**src/rtl/mdio_master_pkg.sv**
```systemverilog
// Shared MDIO Clause-22 frame constants, FSM state type and transmit-word builder.
package mdio_master_pkg;

  localparam logic [1:0] MDIO_ST    = 2'b01;
  localparam logic [1:0] MDIO_OP_WR = 2'b01;
  localparam logic [1:0] MDIO_OP_RD = 2'b10;

  localparam int unsigned MDIO_PRE_LEN   = 32;
  localparam int unsigned MDIO_FRAME_LEN = 64;
  localparam int unsigned MDIO_TA_BIT    = 47;
  localparam int unsigned MDIO_CMD_LAST  = 45;

  typedef enum logic [2:0] {
    ST_IDLE,
    ST_PRE,
    ST_CMD,
    ST_TA,
    ST_DATA
  } mdio_state_t;

  // ST..DATA portion of the frame; TA/DATA are don't-care on reads (bus released)
  function automatic logic [31:0] mdio_tx_word(input logic        rd,
                                               input logic [4:0]  pa,
                                               input logic [4:0]  ra,
                                               input logic [15:0] wd);
    return {MDIO_ST, (rd ? MDIO_OP_RD : MDIO_OP_WR), pa, ra, 2'b10, wd};
  endfunction

endpackage

```
**src/rtl/mdio_master_mdc_gen.sv**
```systemverilog
// MDC generator: divides sys_clk by 2*CLK_DIV while enabled, idles low otherwise.
module mdc_gen #(
  parameter int unsigned CLK_DIV = 25
) (
  input  logic i_clk,
  input  logic i_rst_n,
  input  logic i_enable,
  output logic o_mdc,
  output logic o_mdc_rise,
  output logic o_mdc_fall
);

  localparam int unsigned     CNT_W    = (CLK_DIV > 1) ? $clog2(CLK_DIV) : 1;
  localparam logic [CNT_W-1:0] CNT_LAST = CNT_W'(CLK_DIV - 1);

  logic [CNT_W-1:0] r_cnt;
  logic             r_mdc;
  logic             w_term;

  // Strobes mark the sys_clk edge on which mdc toggles, so callers update in lockstep
  assign w_term     = i_enable && (r_cnt == CNT_LAST);
  assign o_mdc_rise = w_term && !r_mdc;
  assign o_mdc_fall = w_term && r_mdc;
  assign o_mdc      = r_mdc;

  always_ff @(posedge i_clk) begin
    if (!i_rst_n || !i_enable) begin
      r_cnt <= '0;
      r_mdc <= 1'b0;
    end else if (w_term) begin
      r_cnt <= '0;
      r_mdc <= ~r_mdc;
    end else begin
      r_cnt <= r_cnt + CNT_W'(1);
    end
  end

endmodule

```
**src/rtl/mdio_master.sv**
```systemverilog
// Clause-22 MDIO master: one 64-bit read or write frame per accepted start pulse.
module mdio_master
  import mdio_master_pkg::*;
#(
  parameter int unsigned CLK_DIV = 25
) (
  input  logic        sys_clk,
  input  logic        sys_rst_n,
  input  logic        start,
  input  logic        op_rd,
  input  logic [4:0]  phy_addr,
  input  logic [4:0]  reg_addr,
  input  logic [15:0] wr_data,
  output logic        busy,
  output logic        done,
  output logic [15:0] rd_data,
  output logic        rd_err,
  output logic        mdc,
  output logic        mdio_o,
  output logic        mdio_oe,
  input  logic        mdio_i
);

  mdio_state_t r_state, w_next;

  logic [5:0]  r_bit_cnt;
  logic [31:0] r_tx_sr;
  logic [15:0] r_rx_sr;
  logic [15:0] r_rd_data;
  logic        r_op_rd, r_ta_err, r_rd_err, r_done;
  logic        w_busy, w_start_acc, w_rise, w_fall, w_last_bit;
  logic        w_oe, w_tx_bit;

  assign w_busy      = (r_state != ST_IDLE);
  assign w_start_acc = start && !w_busy;
  assign w_last_bit  = w_fall && (r_bit_cnt == 6'(MDIO_FRAME_LEN - 1));

  mdc_gen #(.CLK_DIV(CLK_DIV)) u_mdc_gen (
    .i_clk      (sys_clk),
    .i_rst_n    (sys_rst_n),
    .i_enable   (w_busy),
    .o_mdc      (mdc),
    .o_mdc_rise (w_rise),
    .o_mdc_fall (w_fall)
  );

  always_ff @(posedge sys_clk) begin
    if (!sys_rst_n) r_state <= ST_IDLE;
    else            r_state <= w_next;
  end

  always_comb begin
    w_next = r_state;
    case (r_state)
      ST_IDLE: if (w_start_acc) w_next = ST_PRE;
      ST_PRE:  if (w_fall && r_bit_cnt == 6'(MDIO_PRE_LEN - 1)) w_next = ST_CMD;
      ST_CMD:  if (w_fall && r_bit_cnt == 6'(MDIO_CMD_LAST))    w_next = ST_TA;
      ST_TA:   if (w_fall && r_bit_cnt == 6'(MDIO_TA_BIT))      w_next = ST_DATA;
      ST_DATA: if (w_last_bit)                                  w_next = ST_IDLE;
      default: w_next = ST_IDLE;
    endcase
  end

  // Reads release the bus from the first TA bit onward
  always_comb begin
    w_oe     = 1'b0;
    w_tx_bit = 1'b1;
    case (r_state)
      ST_PRE: w_oe = 1'b1;
      ST_CMD: begin
        w_oe     = 1'b1;
        w_tx_bit = r_tx_sr[31];
      end
      ST_TA, ST_DATA: begin
        w_oe     = !r_op_rd;
        w_tx_bit = r_tx_sr[31];
      end
      default: ;
    endcase
  end

  always_ff @(posedge sys_clk) begin
    if (!sys_rst_n) begin
      r_bit_cnt <= '0;
      r_tx_sr   <= '0;
      r_rx_sr   <= '0;
      r_rd_data <= '0;
      r_op_rd   <= 1'b0;
      r_ta_err  <= 1'b0;
      r_rd_err  <= 1'b0;
      r_done    <= 1'b0;
    end else begin
      r_done <= w_last_bit;
      if (w_start_acc) begin
        r_tx_sr   <= mdio_tx_word(op_rd, phy_addr, reg_addr, wr_data);
        r_op_rd   <= op_rd;
        r_bit_cnt <= '0;
        r_ta_err  <= 1'b0;
      end else if (w_busy) begin
        if (w_rise) begin
          if (r_bit_cnt == 6'(MDIO_TA_BIT)) r_ta_err <= mdio_i;
          if (r_bit_cnt > 6'(MDIO_TA_BIT))  r_rx_sr  <= {r_rx_sr[14:0], mdio_i};
        end
        if (w_fall) begin
          if (!w_last_bit)        r_bit_cnt <= r_bit_cnt + 6'd1;
          if (r_state != ST_PRE) r_tx_sr   <= {r_tx_sr[30:0], 1'b0};
          if (w_last_bit) begin
            r_rd_err <= r_op_rd ? r_ta_err : 1'b0;
            if (r_op_rd) r_rd_data <= r_rx_sr;
          end
        end
      end
    end
  end

  assign busy    = w_busy;
  assign done    = r_done;
  assign rd_data = r_rd_data;
  assign rd_err  = r_rd_err;
  assign mdio_oe = w_oe;
  assign mdio_o  = w_oe ? w_tx_bit : 1'b1;

endmodule

```
**config.mk**
```make
export PLATFORM = sky130hd
export DESIGN_NAME = mdio_master
export DESIGN_NICKNAME = d
export VERILOG_FILES = /design/src/rtl/mdio_master_pkg.sv /design/src/rtl/mdio_master_mdc_gen.sv /design/src/rtl/mdio_master.sv
export SDC_FILE = /design/constraint.sdc
export NUM_CORES = 1
export LEC_CHECK = 0
export ABC_AREA = 1
export BUFFER_PORTS_ARGS = -buffer_cell sky130_fd_sc_hd__buf_2
export CAP_MARGIN = 20
export CORE_MARGIN = 3
export CORE_UTILIZATION = 55
export DETAILED_ROUTE_END_ITERATION = 10
export PLACE_DENSITY = 0.79
export SYNTH_ARGS = -nofsm -noshare
export SYNTH_HDL_FRONTEND = slang
export SYNTH_SLANG_ARGS = --single-unit
```
**constraint.sdc**
```tcl
create_clock -name sys_clk -period 1.99 [get_ports sys_clk]
set_input_delay 0.2985 -clock sys_clk [delete_from_list [all_inputs] [get_ports sys_clk]]
set_output_delay 0.2985 -clock sys_clk [all_outputs]
set_load 0.01 [all_outputs]
```
==> impl_metrics.yaml <==
status:
  status: "completed"
worst_setup_path:
  crit_top_cell: "nor2_1"
  crit_family: "simple AND/OR/NAND/NOR gates"
  path_buf_inv: 1
  slowest_delay_ns: 0.37
  start_kind: "flip-flop"
  cp_cell_sequence: "ha_1 > nand3_2 > nor2_1 > nand4_2 > nor2_4 > clkinvlp_4 > nor2_1 > nor2_1"
  crit_type: "flip-flop to flip-flop"
  cp.required_ns: 2.23
  worst-path-max-fanout: 9
  worstSetupEndpointType: "flip-flop"
  arrival_ns: 2.06
  cp_slowest_cell: "dfxtp_1"
synth:
  synth-seq-cells: 83
  synthTopCellsByArea: "dfxtp_1, nand2_1, a21oi_1"
  synth_cells: 421
  dominantRegCellSynth: "dfxtp_1"
  seq_area_frac_synth_pct: 49.6
  yosys-top-cells-count: "dfxtp_1, nand2_1, a21oi_1"
  syn_area_per_cell_um2: 7.96
  yosysWarningCount: 0
  synth_area_mm2: 0.00335
  synth.distinct_cells: 31
  yosysTopAreaCell: "dfxtp_1"
  synth-async-reset-ratio_pct: 0
  synth.most_common_cell: "dfxtp_1"
  synth_top_area_share_pct: 49.6
  synth-edff-count: 0
  synth_fp_nets: 456
global_routing:
  first_global_vias: 2705
  grt_usage_pct: 20.7
  grt_first_pass_wirelength_um: 12100
  antenna_found_initial: 0
  globalRouteOverflowTotal: 0
  grt_max_degree: 32
power_and_ir_drop:
  p_int_uw: 2860
  irDropWorstVdd_mv: 0.619
  p_leak_uw: 0.00164
  combPwrFrac_pct: 17.9
  seq_power_share_pct: 47.6
  power.share.switching_pct: 29.0
  p_sw_uw: 1170
  p_per_area_mw_per_mm2: 1030
  clockPowerShare_pct: 34.5
job:
  maxCapViolations: 0
sta:
  hold_violations: 0
  maxSlewHeadroom_pct: 70.0
  min_period_ns: 1.83
  rsz0062_at_grt: "no"
  skew_ns: 0.0136
  clock.fmax_mhz: 547
  min_period_over_period_pct: 91.8
  tightest_slew_ns: 0.450
  finalSetupViolations: 0
  fin_setup_tns_ns: 0
  slew_violations: 0
routing:
  drtIter0Drc: 175
  wire_per_inst_um: 13.1
  drcViolationCount: 0
  first_pass_iters: 5
  viasPerCell: 5.34
  ant_nets: 0
  num_vias: 2933
  wirelength_um: 7180
floorplan:
  die_x_um: 84.1
  io_pins: 53
  start_util_pct: 58.7
  die_area_mm2: 0.00706
  core_area_mm2: 0.00571
  dieHeight_um: 84.1
  placementRows: 27
placed_design:
  io_buffers: 52
  place_area_mm2: 0.00363
  gp_congestion: 0.869
  dp.final_hpwl_um: 4720
cells_and_area:
  final_util_pct: 68.5
  nets: 507
  area_growth_pct: 16.8
  drive_above_1_share_pct: 21.4
  insertedDiodeCount: 0
  final_cell_area_mm2: 0.00391
clock_network:
  cts_max_path_buffers: 2
  cts_num_sinks: 83
  cts-root-buf: "clkbuf_8"
  cts_tree: "built"
  numCtsBuffers: 9
  h-tree-depth: 3
  clk_latency_ns: 0.35
  clk_pin_slew_ns: 0.08
hold_path:
  hp-class: "primary input to flip-flop"
[worst register-to-register path: cells and delay by family (launching register included)]
kind,cells,cell delay (ns)
adder cells (fa/ha/maj),1,0.24
buffers and inverters,1,0.21
flip-flops,1,0.37
AND/OR/NAND/NOR,6,0.90
[kinds of logic (layout without fill, tap and decap cells)]
logic type	count (synthesis)	after routing	synth area share (%)
AND/OR/NAND/NOR	161	161	21.2
AO/OA/AOI/OAI	116	116	19.6
flip-flops	83	83	49.6
buffers and inverters	54	110	7.28
adder cells (fa/ha/maj)	4	4	1.49
XOR/XNOR	3	3	0.784
[cell usage in the layout, fill, tap and decap left out, types with 2 or more instances in the layout]
master	synthesis	routed
buf_2	5	52
ha_1	4	4
clkbuf_8	0	11
buf_4	4	6
nand4_1	2	2
nand2_1	79	79
o221a_2	2	2
nand2_4	2	3
nand3_2	2	2
dfxtp_1	83	81
a22oi_1	21	21
nor2_2	2	2
o21ai_0	26	26
clkinvlp_4	0	3
nor2_1	50	49
a21oi_1	59	59
inv_2	4	4
inv_1	28	28
nor2_4	3	4
dfxtp_2	0	2
nand3_1	12	12
nand2_2	3	2
nor3_1	3	2
xor2_1	3	3
bufinv_16	0	2
a211oi_1	2	2
a31oi_1	6	6
[registers in the layout, indices dropped and copies added (netlist names)]
register,flops
r_tx_sr,32
r_rx_sr,16
rd_data,16
r_bit_cnt,6
u_mdc_gen.r_cnt,5
r_state,3
done,1
r_op_rd,1
r_ta_err,1
rd_err,1
u_mdc_gen.o_mdc,1
[final timing paths]
check	slack [ns]	startpoint	depth (start not counted)	endpoint
setup / recovery	0.16	r_bit_cnt[1]$_SDFFE_PP0P_	8	rd_data[14]$_SDFFE_PN0P_
hold / removal	0.21	wr_data[0]	3	r_tx_sr[0]$_SDFFE_PN0P_
hold reg to reg	0.46	r_tx_sr[15]$_SDFFE_PN0P_	2	r_tx_sr[16]$_SDFFE_PP0P_
setup reg to reg	0.16	r_bit_cnt[1]$_SDFFE_PP0P_	8	rd_data[14]$_SDFFE_PN0P_
[area by class of cell]
cell class / instances / area [um2]
fill: 483 / 1800
sequential: 83 / 1660
multi-input combinational: 284 / 1470
timing repair buffer: 59 / 317
clock buffer: 11 / 151
inverter: 35 / 138
tap: 72 / 90.1
clock inverter: 5 / 83.8
[power groups by stage]
stage	Combinational [uW]	Sequential [uW]	Clock, uW
2_1_floorplan	559	1930	0
3_3_place_gp	697	1940	0
3_5_place_dp	715	1950	0
4_1_cts	719	1910	1400
5_1_grt	815	1940	1480
6_report	721	1920	1390
[timing repair]
action / in CTS / in global routing
hold buffers: 0 / 0
hold endpoints to repair: 0 / 0
endpoints found under the setup margin: 0 / 28
setup buffers: 0 / 1
gates resized for setup: 0 / 10
[routing by layer]
metal,share of wire [%],GRT usage [%]
met1,45,26.4
met3,4.4,5.43
met5,0,0
met4,1.3,7.46
met2,49,33.7
[stage by stage]
stage                     worst slack (ns)  hold WS [ns]  power, uW  instances
after floorplan                      0.374         0.430       2490        421
after global placement               0.112         0.445       2640        532
after detailed placement            0.0570         0.451       2670        532
after CTS                           0.0390         0.206       4030        548
after global routing               0.00327         0.206       4240        549
final                                0.163         0.207       4030        549
No activity file was read; power rests on OpenSTA's default activity.
